--- src/rtl/fetch_stage.sv ---
// Instruction-fetch stage: owns the PC, drives imem_addr, and fills the IF/ID register.
// Handles stall holds, redirect bubbles, and freezing fetch once HLT has been fetched.
module fetch_stage #(
  parameter logic [15:0] RESET_PC   = 16'h0000,
  parameter logic [15:0] NOP_INSTR  = 16'h0000,
  parameter logic [3:0]  HLT_OPCODE = 4'hF
) (
  input  logic        clk,
  input  logic        rst_n,
  input  logic        stall,
  input  logic        redirect,
  input  logic [15:0] redirect_pc,
  output logic [15:0] imem_addr,
  input  logic [15:0] imem_data,
  output logic [15:0] pc,
  output logic [15:0] ifid_instr,
  output logic [15:0] ifid_pc_plus2,
  output logic        ifid_valid,
  output logic        fetch_halted
);

  typedef struct packed {
    logic [15:0] instr;
    logic [15:0] pc_plus2;
    logic        valid;
  } ifid_t;

  localparam ifid_t BUBBLE = '{instr: NOP_INSTR, pc_plus2: 16'h0000, valid: 1'b0};

  logic [15:0] pc_q;
  logic [15:0] pc_next;
  ifid_t       ifid_q;
  logic        halted_q;
  logic        is_hlt;

  // Natural 16-bit wrap: FFFE + 2 = 0000.
  assign pc_next = pc_q + 16'd2;
  assign is_hlt  = (imem_data[15:12] == HLT_OPCODE);

  always_ff @(posedge clk or negedge rst_n) begin
    if (!rst_n) begin
      pc_q     <= RESET_PC;
      ifid_q   <= BUBBLE;
      halted_q <= 1'b0;
    end else if (redirect) begin
      // Redirect beats stall and also squashes a halt fetched on a wrong path.
      pc_q     <= {redirect_pc[15:1], 1'b0};
      ifid_q   <= BUBBLE;
      halted_q <= 1'b0;
    end else if (stall) begin
      pc_q     <= pc_q;
      ifid_q   <= ifid_q;
      halted_q <= halted_q;
    end else if (halted_q) begin
      // HLT already went down once; keep feeding bubbles so the pipe drains.
      ifid_q <= BUBBLE;
    end else begin
      ifid_q <= '{instr: imem_data, pc_plus2: pc_next, valid: 1'b1};
      if (is_hlt) halted_q <= 1'b1;
      else        pc_q     <= pc_next;
    end
  end

  assign imem_addr     = pc_q;
  assign pc            = pc_q;
  assign ifid_instr    = ifid_q.instr;
  assign ifid_pc_plus2 = ifid_q.pc_plus2;
  assign ifid_valid    = ifid_q.valid;
  assign fetch_halted  = halted_q;

endmodule

--- config.mk ---
export PLATFORM = sky130hd
export DESIGN_NAME = fetch_stage
export DESIGN_NICKNAME = d
export VERILOG_FILES = /design/src/rtl/fetch_stage.sv
export SDC_FILE = /design/constraint.sdc
export NUM_CORES = 1
export LEC_CHECK = 0
export ABC_AREA = 1
export BUFFER_PORTS_ARGS = -buffer_cell sky130_fd_sc_hd__buf_2
export CAP_MARGIN = 0
export CORE_MARGIN = 3
export CORE_UTILIZATION = 50
export DETAILED_ROUTE_END_ITERATION = 12
export GPL_ROUTABILITY_DRIVEN = 0
export PLACE_DENSITY = 0.83
export REMOVE_ABC_BUFFERS = 1
export SLEW_MARGIN = 20
export SYNTH_ARGS = -nofsm -noshare
export SYNTH_HDL_FRONTEND = slang
export SYNTH_SLANG_ARGS = --single-unit
--- constraint.sdc ---
create_clock -name clk -period 2.4 [get_ports clk]
set_input_delay 0.48 -clock clk [delete_from_list [all_inputs] [get_ports clk]]
set_output_delay 0.48 -clock clk [all_outputs]
set_load 0.1 [all_outputs]
# == Yosys cells after proc, flatten, opt, wreduce, memory -nomap -nowiden ==
# Index checks and enable logic that the tools add are counted.
# op_classes
addsub,1
n_mul,0
n_div,0
magnitude_cmp,0
n_eq_ne,4
n_shift,0
mux,11
bitwise,0
reduce_logical,1
# ops
operator,count
$mux W33,3
$mux W16,4
$add A16 B2 Y16 const B,1
$eq A4 B4 Y1 const B,1
$mux W1,4
$ne A2 B2 Y1 const B,2
$reduce_and A3 Y1,1
$ne A2 B1 Y1 const B,1
# word_totals
ff_bits,50
latchBits,0
mem_bits_rw,0
mem_bits_ro,0
inputBits,36
output_inout_bits,66
n_memories,0

# == Depth between registers and ports, before layout ==
# Gate-level depths: netlist of the first run.
# logic_depth
depth_word,5
depth_mapped,8
mapped_depth_nobuf,8

# == Worst setup path before layout of the first run ==
# Ideal clock, no wire load.
# synth_timing
kind,reg-to-reg
startpoint,reg pc_q[1] (netlist: imem_addr[1])
endpoint,"reg ifid_q, in the netlist ifid_pc_plus2[15]"
setup_time_ns,0.120
t_arrival_ns,1.978
slack_ns,0.303
stages_incl_launch_ff,9
path_buffers,0
synth_period_minus_slack_ns,2.097
path_cell_list,dfrtp_1 > ha_1 > nand3_1 > nor2_1 > nand3_1 > nand2_1 > nand2_1 > nand2_1 > nand2_1
# synth_between
elab_chain_cells,4
# synth_rtl
element,line,source
start: declaration,30,logic [15:0] pc_q;
start signal: assignment,47,"pc_q <= {redirect_pc[15:1], 1'b0};"
start signal: assignment,51,pc_q <= pc_q;
start signal: assignment,60,else pc_q <= pc_next;
$add A16 B2 Y16,37,assign pc_next = pc_q + 16'd2;
$mux W33,54,end else if (halted_q) begin
$mux W33,50,end else if (stall) begin
$mux W33,45,end else if (redirect) begin
end signal: assignment,52,ifid_q <= ifid_q;
end signal: assignment,58,"ifid_q <= '{instr: imem_data, pc_plus2: pc_next, valid: 1'b1};"
end: declaration,32,ifid_t ifid_q;
# No other way between the ends. The select of a mux whose other input is x is not followed.
# A chain may end at the register's enable or synchronous reset.

# == Worst setup path in the final report of the first run ==
# layout_timing
startpoint,reg pc_q[8] (netlist: imem_addr[8])
endpoint,out imem_addr[8]
# layout_lines
element,line,source
end: declaration,13,"output logic [15:0] imem_addr,"
# No word-level cell between the ends.

==> results of run 1 <==
cell families (layout without fill, tap and decap cells):
kind of cell             after synthesis  in the layout  share of synthesized area
AND/OR/NAND/NOR                      159            159                      0.278
flip-flops                            49             49                      0.497
buffers and inverters                 48            130                      0.119
AO/OA/AOI/OAI                         25             25                     0.0826
XOR/XNOR                               5              5                     0.0177
adder cells (fa/ha/maj)                1              1                    0.00507
other                                  1              2                    0.00152
metrics by stage:
| stage | total power [mW] | hold WS (ns) |
|---|---|---|
| after global placement | 2.05 | 0.453 |
| after global routing | 2.75 | 0.245 |
| after floorplan | 1.85 | 0.184 |
| after detailed placement | 2.06 | 0.457 |
| after CTS | 2.67 | 0.204 |
| final | 2.66 | 0.193 |
cell type report:
cell class	count	area, µm²
clock inverters	2	37.5
well taps	65	81.3
inverters	22	85.1
fillers	401	1590
multi-input cells	192	953
flip-flops and latches	49	1230
repair buffers	100	505
clock buffers	6	82.6
layout by cell type, fill, tap and decap left out, types with 5 or more instances in the layout:
| cell type | n |
|---|---|
| sky130_fd_sc_hd__nand2_1 | 110 |
| sky130_fd_sc_hd__buf_2 | 98 |
| sky130_fd_sc_hd__dfrtp_1 | 49 |
| sky130_fd_sc_hd__nand3_1 | 27 |
| sky130_fd_sc_hd__a22o_1 | 18 |
| sky130_fd_sc_hd__inv_1 | 17 |
| sky130_fd_sc_hd__nor2_1 | 8 |
| sky130_fd_sc_hd__clkbuf_8 | 6 |
| sky130_fd_sc_hd__nand4_1 | 5 |
power groups by stage:
| stage | sequential (mW) | combinational, mW | clock (mW) |
|---|---|---|---|
| 2_1_floorplan | 1.68 | 0.171 | 0 |
| 3_3_place_gp | 0.972 | 1.07 | 0 |
| 3_5_place_dp | 0.976 | 1.08 | 0 |
| 4_1_cts | 0.960 | 1.09 | 0.626 |
| 5_1_grt | 0.973 | 1.13 | 0.654 |
| 6_report | 0.961 | 1.08 | 0.619 |
flip-flops by register name (all words and copies together) (netlist names):
signal and cells:
ifid_instr 16, ifid_pc_plus2 16, imem_addr 15, fetch_halted 1
ifid_valid 1
worst min-delay path by stage:
| stage | to | startpoint | slack, ns |
|---|---|---|---|
| final | imem_addr[2]$_DFFE_PN0P_ | rst_n | 0.19 |
| after global routing | imem_addr[2]$_DFFE_PN0P_ | rst_n | 0.25 |
| after CTS | imem_addr[2]$_DFFE_PN0P_ | rst_n | 0.20 |
| after detailed placement | ifid_valid$_DFFE_PN0N_ | ifid_valid$_DFFE_PN0N_ | 0.46 |
| after global placement | ifid_valid$_DFFE_PN0N_ | ifid_valid$_DFFE_PN0N_ | 0.45 |
| after floorplan | fetch_halted$_DFFE_PN0N_ | rst_n | 0.18 |
metal layers:
metal | wire length, µm | vias to the layer above | share of wire
met3 | 372 | 10 | 0.065
met4 | 103 | 0 | 0.018
met2 | 2830 | 85 | 0.49
met1 | 2430 | 1014 | 0.42
li1 | - | 1068 | -
met5 | 0 | - | 0
==> impl_metrics.ini, run 1 <==
[timing]
finalCriticalPeriod_ns = 1.77
hold_viol = 0
setup_slack_ns = 0.628
finClkSkew_ns = 0.00990
fin_tns_setup_ns = 0
min_period_over_period = 0.739
fmaxAchievable_ghz = 0.564
maxSlewViolCount = 0
unrepaired_setup_endpoints_after_global_routing = false
worst_slew_pin_slew_ns = 0.660
finalSetupViolations = 0
timing.max_slew.rel_slack = 0.560

[placed_design]
dp.final_hpwl_um = 4100
place.port_buffers = 98
dpl.cell_count = 428
dpl_worst_slack_ns = 0.695
dpl_cell_area_um2 = 2850

[floorplanning]
dieArea_um2 = 5820
chipHeight_um = 76.3
initial_utilization = 0.541
row_count = 24
core_area_um2 = 4560
chipWidth_um = 76.3
ios = 102

[power_and_ir_drop]
power.share.combinational = 0.406
clkPwrFrac = 0.233
power_switching_mw = 1.27
vdd_drop_max_mv = 0.512
p_int_mw = 1.39
power.static_leakage_nw = 1.71
power.density_nw_per_um2 = 895
power.share.sequential = 0.361
switching_share = 0.479

[worst_setup_path]
critical_path.n_buffers_inverters = 1
reg_to_reg_endpoint = ifid_pc_plus2[15]$_DFFE_PN0N_
ff2ff_setup_slack_ns = 0.83
worstSetupStartpointType = register
cpMaxStageDelayCell = sky130_fd_sc_hd__dfrtp_1
start_point_of_the_critical_path = imem_addr[8]$_DFFE_PN0P_
worstRegToRegCells = 8
cp_top_family = flip-flops
cpPeakStageDelay_ns = 0.51
endpoint = imem_addr[8]
crit_path_cell_trace = buf_2
crit_path_max_fanout = 7
worst_setup_path_end_kind = output pin
critical_path_arrival_ns = 1.29
path_depth = 1
critical_path_class = register to output pin
critical_path.reg2reg.startpoint = imem_addr[1]$_DFFE_PN0P_
worst_ep_required_time_ns = 1.92

[clocking]
numCtsBuffers = 5
cts_resized = 0
cts-root-to-sink-buffers = 2
htreeDepth = 2
cts_stage_hold_buffer_count = 0
clk_pin_slew_ns = 0.09
clock-root-buffer = sky130_fd_sc_hd__clkbuf_8
post_cts_buffers = 0
cts_tree = done
clock_sinks = 49
clkLatencyLatePin_ns = 0.31

[logic_synthesis]
synth_common_cells = 110 x sky130_fd_sc_hd__nand2_1, 49 x sky130_fd_sc_hd__dfrtp_1, 27 x sky130_fd_sc_hd__nand3_1
synth_top_area_share = 0.497
ys_warn_count = 0
ys_seq_elements = 49
synth.cell_area_um2 = 2470
number_of_synthesized_flops_with_an_enable_pin = 0
synth.avg_cell_area_um2 = 8.57
netlist.top_cell.by_area = sky130_fd_sc_hd__dfrtp_1
synthesis.instances = 288
yosys-top-cells-area = sky130_fd_sc_hd__dfrtp_1 50%, sky130_fd_sc_hd__nand2_1 17%, sky130_fd_sc_hd__a22o_1 6.4%, sky130_fd_sc_hd__buf_4 6.4%, sky130_fd_sc_hd__nand3_1 5.5%
ys_seq_area_frac = 0.497
synthDistinctLibCells = 24
ys_flop_type = sky130_fd_sc_hd__dfrtp_1
postSynth.asyncResetShare = 1.00
most_numerous_cell_in_the_yosys_netlist = sky130_fd_sc_hd__nand2_1

[route]
drc_errors = 0
detail_route.vias_per_cell = 4.99
wire_per_inst_um = 13.1
route.final.wire_length_um = 5730
dr.pass1.iters = 4
drt.antenna.violating_nets = 0
routed-via-count = 2177
first_iter_violations = 107

[cells_and_area]
postLayoutCoreUtil = 0.651
instances_no_fill = 436
num_antenna_cells = 0
synthToLayoutAreaGrowth_pct = 20.4
finish.net_count = 407
finalInstanceArea_um2 = 2970
share_of_final_layout_standard_cells_stronger_than_drive_strength_1 = 0.332

[flow_run]
max_cap_violations = 0

[global_routing]
number_of_global_route_vias_before_repair = 2242
global_route.usage.met3 = 0.0366
grt_overflow = 0
use_met2 = 0.373
globalRouteMet1Util = 0.260
antenna_found_initial = 0
track_usage = 0.213
busiest_metal_layer_after_global_routing = met2
grt_max_degree = 33
grt_first_pass_wirelength_um = 10100

[worst_hold_path]
hp-class = primary input to asynchronous set/reset pin

[run_status]
run_status = finished clean
Note: power is estimated with default switching activity, not from simulation.
==> run 2, diff against run 1 <==
--- a/config.mk
+++ b/config.mk
@@ -5,14 +5,14 @@
 export SDC_FILE = /design/constraint.sdc
 export NUM_CORES = 1
 export LEC_CHECK = 0
-export ABC_AREA = 1
+export ABC_AREA = 0
 export BUFFER_PORTS_ARGS = -buffer_cell sky130_fd_sc_hd__buf_2
 export CAP_MARGIN = 0
 export CORE_MARGIN = 3
-export CORE_UTILIZATION = 50
+export CORE_UTILIZATION = 48
 export DETAILED_ROUTE_END_ITERATION = 12
 export GPL_ROUTABILITY_DRIVEN = 0
-export PLACE_DENSITY = 0.83
+export PLACE_DENSITY = 0.8
 export REMOVE_ABC_BUFFERS = 1
 export SLEW_MARGIN = 20
 export SYNTH_ARGS = -nofsm -noshare
==> constraint.sdc (replaced) <==
create_clock -name clk -period 1.83 [get_ports clk]
set_input_delay 0.366 -clock clk [delete_from_list [all_inputs] [get_ports clk]]
set_output_delay 0.366 -clock clk [all_outputs]
set_load 0.1 [all_outputs]
==> impl_metrics.ini, run 2 <==
[run_status]
run_status = finished clean

[timing]
hold_ws_ns = 0.0242
worst_slew_pin_slew_ns = 0.505
fin_tns_setup_ns = 0
finalCriticalPeriod_ns = 1.68
finalSetupViolations = 0
fmaxAchievable_ghz = 0.596
maxSlewViolCount = 0
min_period_over_period = 0.916
unrepaired_setup_endpoints_after_global_routing = false
finClkSkew_ns = 0.00574
hold_viol = 0
timing.max_slew.rel_slack = 0.663
setup_slack_ns = 0.154

[clocking]
clk_pin_slew_ns = 0.09
post_cts_buffers = 0
cts_stage_hold_buffer_count = 0
numCtsBuffers = 5
cts_resized = 0
cts_tree = done
htreeDepth = 2
clkLatencyLatePin_ns = 0.30
cts-root-to-sink-buffers = 2
clock_sinks = 49
clock-root-buffer = sky130_fd_sc_hd__clkbuf_8

[worst_setup_path]
worstRegToRegCells = 5
crit_path_cell_trace = buf_2
worst_ep_required_time_ns = 1.46
cpMaxStageDelayCell = sky130_fd_sc_hd__dfrtp_1
cpPeakStageDelay_ns = 0.51
reg_to_reg_endpoint = imem_addr[15]$_DFFE_PN0P_
worst_setup_path_end_kind = output pin
critical_path_class = register to output pin
critical_path.n_buffers_inverters = 1
crit_path_max_fanout = 4
cp_top_family = flip-flops
worstSetupStartpointType = register
critical_path_arrival_ns = 1.31
ff2ff_setup_slack_ns = 0.17
critical_path.reg2reg.startpoint = imem_addr[2]$_DFFE_PN0P_

[logic_synthesis]
yosys-top-cells-area = sky130_fd_sc_hd__dfrtp_1 51%, sky130_fd_sc_hd__a22o_1 7.2%, sky130_fd_sc_hd__buf_4 5.9%, sky130_fd_sc_hd__xor2_1 4.7%, sky130_fd_sc_hd__nand2_1 4.6%
synth.cell_area_um2 = 2430
synthDistinctLibCells = 35
ys_warn_count = 0
postSynth.asyncResetShare = 1.00
synth_common_cells = 49 x sky130_fd_sc_hd__dfrtp_1, 30 x sky130_fd_sc_hd__nand2_1, 20 x sky130_fd_sc_hd__a22o_1
synthesis.instances = 231
ys_seq_elements = 49
most_numerous_cell_in_the_yosys_netlist = sky130_fd_sc_hd__dfrtp_1
ys_seq_area_frac = 0.505
ys_flop_type = sky130_fd_sc_hd__dfrtp_1
netlist.top_cell.by_area = sky130_fd_sc_hd__dfrtp_1
number_of_synthesized_flops_with_an_enable_pin = 0
synth.avg_cell_area_um2 = 10.5
synth_top_area_share = 0.505

[route]
dr.pass1.iters = 4
first_iter_violations = 53
drt.antenna.violating_nets = 0
route.final.wire_length_um = 5710
detail_route.vias_per_cell = 5.12
drc_errors = 0
wire_per_inst_um = 14.6
routed-via-count = 1995

[power_and_ir_drop]
power.density_nw_per_um2 = 1090
power.static_leakage_nw = 1.55
vdd_drop_max_mv = 0.496

[cells_and_area]
share_of_final_layout_standard_cells_stronger_than_drive_strength_1 = 0.415
num_antenna_cells = 0
finish.net_count = 360
mostFrequentLayoutCell = sky130_fd_sc_hd__buf_2
final.fill_count = 406
leading_cell_types_in_the_layout_fill_and_taps_excluded = 98 x sky130_fd_sc_hd__buf_2, 49 x sky130_fd_sc_hd__dfrtp_1, 30 x sky130_fd_sc_hd__nand2_1, 20 x sky130_fd_sc_hd__a22o_1, 17 x sky130_fd_sc_hd__buf_4
postLayoutCoreUtil = 0.635
synthToLayoutAreaGrowth_pct = 26.1
finalInstanceArea_um2 = 3060

[floorplanning]
initial_utilization = 0.504
dieArea_um2 = 5940
core_area_um2 = 4820
row_count = 25
chipWidth_um = 77.1
chipHeight_um = 77.1
ios = 102

[placed_design]
place.port_buffers = 98
dpl_cell_area_um2 = 2960
dpl_worst_slack_ns = 0.218
dp.final_hpwl_um = 4250

[global_routing]
grt_overflow = 0
grt_first_pass_wirelength_um = 9400
number_of_global_route_vias_before_repair = 1854
track_usage = 0.201
grt_max_degree = 34
antenna_found_initial = 0

[flow_run]
max_cap_violations = 0

[worst_hold_path]
hp-class = primary input to asynchronous set/reset pin
## run 2: cell count changes in the layout (fill, tap and decap cells not counted), moves of 6 or more
| cell | before | now |
|---|---|---|
| sky130_fd_sc_hd__nand2_1 | 110 | 30 |
| sky130_fd_sc_hd__nand3_1 | 27 | 5 |
| sky130_fd_sc_hd__a31oi_1 | 0 | 6 |
| sky130_fd_sc_hd__or3_1 | 0 | 6 |
| sky130_fd_sc_hd__xor2_1 | 1 | 13 |
| sky130_fd_sc_hd__o21ai_1 | 0 | 11 |
| sky130_fd_sc_hd__inv_1 | 17 | 1 |
| sky130_fd_sc_hd__o21ai_0 | 3 | 14 |
| sky130_fd_sc_hd__buf_4 | 2 | 17 |
## run 2: cell type report
class | count | area (µm²) | area share
flip-flops and latches | 49 | 1230 | 0.401
multi-input cells | 150 | 1000 | 0.328
repair buffers | 116 | 638 | 0.209
well taps | 67 | 83.8 | 0.0274
clock buffers | 5 | 68.8 | 0.0225
clock inverters | 2 | 35.0 | 0.0115
inverters | 1 | 3.75 | 0.00123
## run 2: kinds of logic (layout without fill, tap and decap cells)
kind of cell               count (synthesis)  after routing  synth area share
buffers and inverters                     33            124            0.0856
DFF                                       49             49             0.505
and+or+nand+nor                           74             74             0.184
adders and majority gates                  1              1           0.00516
other                                      1              2           0.00155
muxes                                      1              1           0.00413
xor gates and xnor gates                  20             20            0.0722
AOI/OAI and AO/OA                         52             52             0.142
## run 2: worst register-to-register path: stages (launching register included)
cell and delay (ns):
sky130_fd_sc_hd__dfrtp_1 0.42, sky130_fd_sc_hd__ha_1 0.19, sky130_fd_sc_hd__and3_1 0.30, sky130_fd_sc_hd__nand4_2 0.15, sky130_fd_sc_hd__or3_1 0.33, sky130_fd_sc_hd__a31oi_1 0.19
## run 2: power by group
| part | total, mW | switching (mW) | leakage [nW] | internal (mW) |
|---|---|---|---|---|
| clock network | 0.743 | 0.346 | 0.0540 | 0.397 |
| logic | 1.36 | 1.13 | 0.863 | 0.231 |
| registers | 1.24 | 0.0724 | 0.632 | 1.16 |
## run 2: routing by layer
layer,global-route usage,wire [µm],up-vias
met4,0.0712,110,0
met2,0.336,2680,69
met5,0,0,-
met1,0.259,2570,945
met3,0.0399,352,10
li1,-,-,971
## run 2: worst max-delay path by stage
stage,from,end,slack [ns],cells after the start
after detailed placement,imem_addr[2]$_DFFE_PN0P_,imem_addr[13]$_DFFE_PN0P_,0.22,5
after global placement,imem_addr[2]$_DFFE_PN0P_,imem_addr[13]$_DFFE_PN0P_,0.26,5
after CTS,fetch_halted$_DFFE_PN0N_,fetch_halted,0.14,1
final,fetch_halted$_DFFE_PN0N_,fetch_halted,0.15,1
after global routing,imem_addr[2]$_DFFE_PN0P_,imem_addr[15]$_DFFE_PN0P_,0.04,5
after floorplan,imem_addr[1]$_DFFE_PN0P_,imem_addr[13]$_DFFE_PN0P_,-1.17,5
## run 2: stage by stage
stage | std cells | power, mW
6_report | 390 | 3.34
5_1_grt | 390 | 3.46
4_1_cts | 390 | 3.35
3_5_place_dp | 383 | 2.62
3_3_place_gp | 383 | 2.60
2_1_floorplan | 200 | 2.31
==> run 3, diff against run 2 <==
--- a/config.mk
+++ b/config.mk
@@ -8,11 +8,11 @@
 export ABC_AREA = 0
 export BUFFER_PORTS_ARGS = -buffer_cell sky130_fd_sc_hd__buf_2
 export CAP_MARGIN = 0
+export CORE_ASPECT_RATIO = 0.7
 export CORE_MARGIN = 3
-export CORE_UTILIZATION = 48
+export CORE_UTILIZATION = 35
 export DETAILED_ROUTE_END_ITERATION = 12
 export GPL_ROUTABILITY_DRIVEN = 0
-export PLACE_DENSITY = 0.8
 export REMOVE_ABC_BUFFERS = 1
 export SLEW_MARGIN = 20
 export SYNTH_ARGS = -nofsm -noshare
==> impl_metrics.ini, run 3 (synthesis results as in run 2) <==
[run_status]
run_status = finished clean

[clocking]
clkLatencyLatePin_ns = 0.30
cts_stage_hold_buffer_count = 0
cts_tree = done
cts_resized = 0
post_cts_buffers = 0
numCtsBuffers = 5
clock_sinks = 49
htreeDepth = 2
cts-root-to-sink-buffers = 2
clock-root-buffer = sky130_fd_sc_hd__clkbuf_8
clk_pin_slew_ns = 0.10

[timing]
worst_slew_pin_slew_ns = 0.518
timing.max_slew.rel_slack = 0.655
unrepaired_setup_endpoints_after_global_routing = false
finalCriticalPeriod_ns = 1.69
min_period_over_period = 0.921
setup_slack_ns = 0.144
hold_viol = 0
finClkSkew_ns = 0.00848
finalSetupViolations = 0
fmaxAchievable_ghz = 0.593
maxSlewViolCount = 0
fin_tns_setup_ns = 0

[worst_setup_path]
worstSetupStartpointType = register
crit_path_max_fanout = 6
worst_setup_path_end_kind = output pin
worst_ep_required_time_ns = 1.46
worstRegToRegCells = 5
ff2ff_setup_slack_ns = 0.19
critical_path_arrival_ns = 1.32
critical_path.reg2reg.startpoint = imem_addr[2]$_DFFE_PN0P_
critical_path_class = register to output pin
reg_to_reg_endpoint = imem_addr[13]$_DFFE_PN0P_

[placed_design]
place.port_buffers = 98
dpl_worst_slack_ns = 0.132
dp.final_hpwl_um = 4530

[route]
routed-via-count = 1968
dr.pass1.iters = 4
drc_errors = 0
route.final.wire_length_um = 5920
detail_route.vias_per_cell = 4.70
wire_per_inst_um = 14.1
first_iter_violations = 48
drt.antenna.violating_nets = 0

[power_and_ir_drop]
vdd_drop_max_mv = 0.565
power.density_nw_per_um2 = 1050
power_mw = 3.24
power.static_leakage_nw = 1.55

[global_routing]
grt_first_pass_wirelength_um = 9210
busiest_metal_layer_after_global_routing = met1
antenna_found_initial = 0
track_usage = 0.148
globalRouteMet1Util = 0.232
grt_overflow = 0
grt_max_degree = 24
global_route.usage.met3 = 0.0373
use_met2 = 0.208
number_of_global_route_vias_before_repair = 1766

[floorplanning]
chipHeight_um = 75.7
initial_utilization = 0.376
core_area_um2 = 6460
dieArea_um2 = 7980
row_count = 24
chipWidth_um = 106
ios = 102

[cells_and_area]
leading_cell_types_in_the_layout_fill_and_taps_excluded = 98 x sky130_fd_sc_hd__buf_2, 49 x sky130_fd_sc_hd__dfrtp_1, 30 x sky130_fd_sc_hd__nand2_1, 22 x sky130_fd_sc_hd__buf_4, 20 x sky130_fd_sc_hd__a22o_1
share_of_final_layout_standard_cells_stronger_than_drive_strength_1 = 0.427
num_antenna_cells = 0
mostFrequentLayoutCell = sky130_fd_sc_hd__buf_2
finish.net_count = 364
synthToLayoutAreaGrowth_pct = 27.4

[flow_run]
max_cap_violations = 0

[worst_hold_path]
hp-class = primary input to asynchronous set/reset pin
[run 3: final cells by class]
cell class	count	area [µm²]
inverters	1	3.75
clock inverters	3	17.5
repair buffers	120	656
fillers	637	3370
multi-input cells	150	1000
well taps	91	114
clock buffers	5	68.8
flip-flops and latches	49	1230
[run 3: per-layer routing]
metal | vias up | part of all wire
li1 | 989 | -
met1 | 906 | 0.55
met2 | 71 | 0.38
met3 | 2 | 0.070
met4 | 0 | 0.0017
met5 | - | 0
[run 3: critical path: stages (launching register included)]
cell,delay [ns]
sky130_fd_sc_hd__dfrtp_1,0.44
sky130_fd_sc_hd__buf_4,0.16
sky130_fd_sc_hd__buf_2,0.42
[run 3: worst max path at each step]
| stage | startpoint | depth (start not counted) | endpoint | slack, ns |
|---|---|---|---|---|
| final | imem_addr[3]$_DFFE_PN0P_ | 2 | pc[3] | 0.14 |
| after global routing | imem_addr[2]$_DFFE_PN0P_ | 5 | imem_addr[15]$_DFFE_PN0P_ | 0.06 |
| after CTS | imem_addr[2]$_DFFE_PN0P_ | 5 | imem_addr[13]$_DFFE_PN0P_ | 0.09 |
| after detailed placement | imem_addr[2]$_DFFE_PN0P_ | 5 | imem_addr[11]$_DFFE_PN0P_ | 0.13 |
| after global placement | imem_addr[2]$_DFFE_PN0P_ | 5 | imem_addr[15]$_DFFE_PN0P_ | 0.16 |
| after floorplan | imem_addr[1]$_DFFE_PN0P_ | 5 | imem_addr[13]$_DFFE_PN0P_ | -1.17 |
[run 3: per-stage QoR]
stage | hold WS, ns | instances | cell area, µm² | utilization
finish | 0.0316 | 419 | 3090 | 0.479
global route | 0.0515 | 419 | 3090 | 0.479
CTS | 0.0393 | 419 | 3090 | 0.478
detailed placement | 0.373 | 411 | 3000 | 0.465
global placement | 0.364 | 411 | 3000 | 0.465
floorplan | 0.0704 | 200 | 2230 | -
[run 3: report_power, final]
| group | total, mW | leakage (nW) | switching [mW] | internal, mW |
|---|---|---|---|---|
| clock | 0.636 | 0.0439 | 0.371 | 0.265 |
| combinational | 1.37 | 0.878 | 1.13 | 0.237 |
| sequential | 1.23 | 0.632 | 0.0660 | 1.16 |
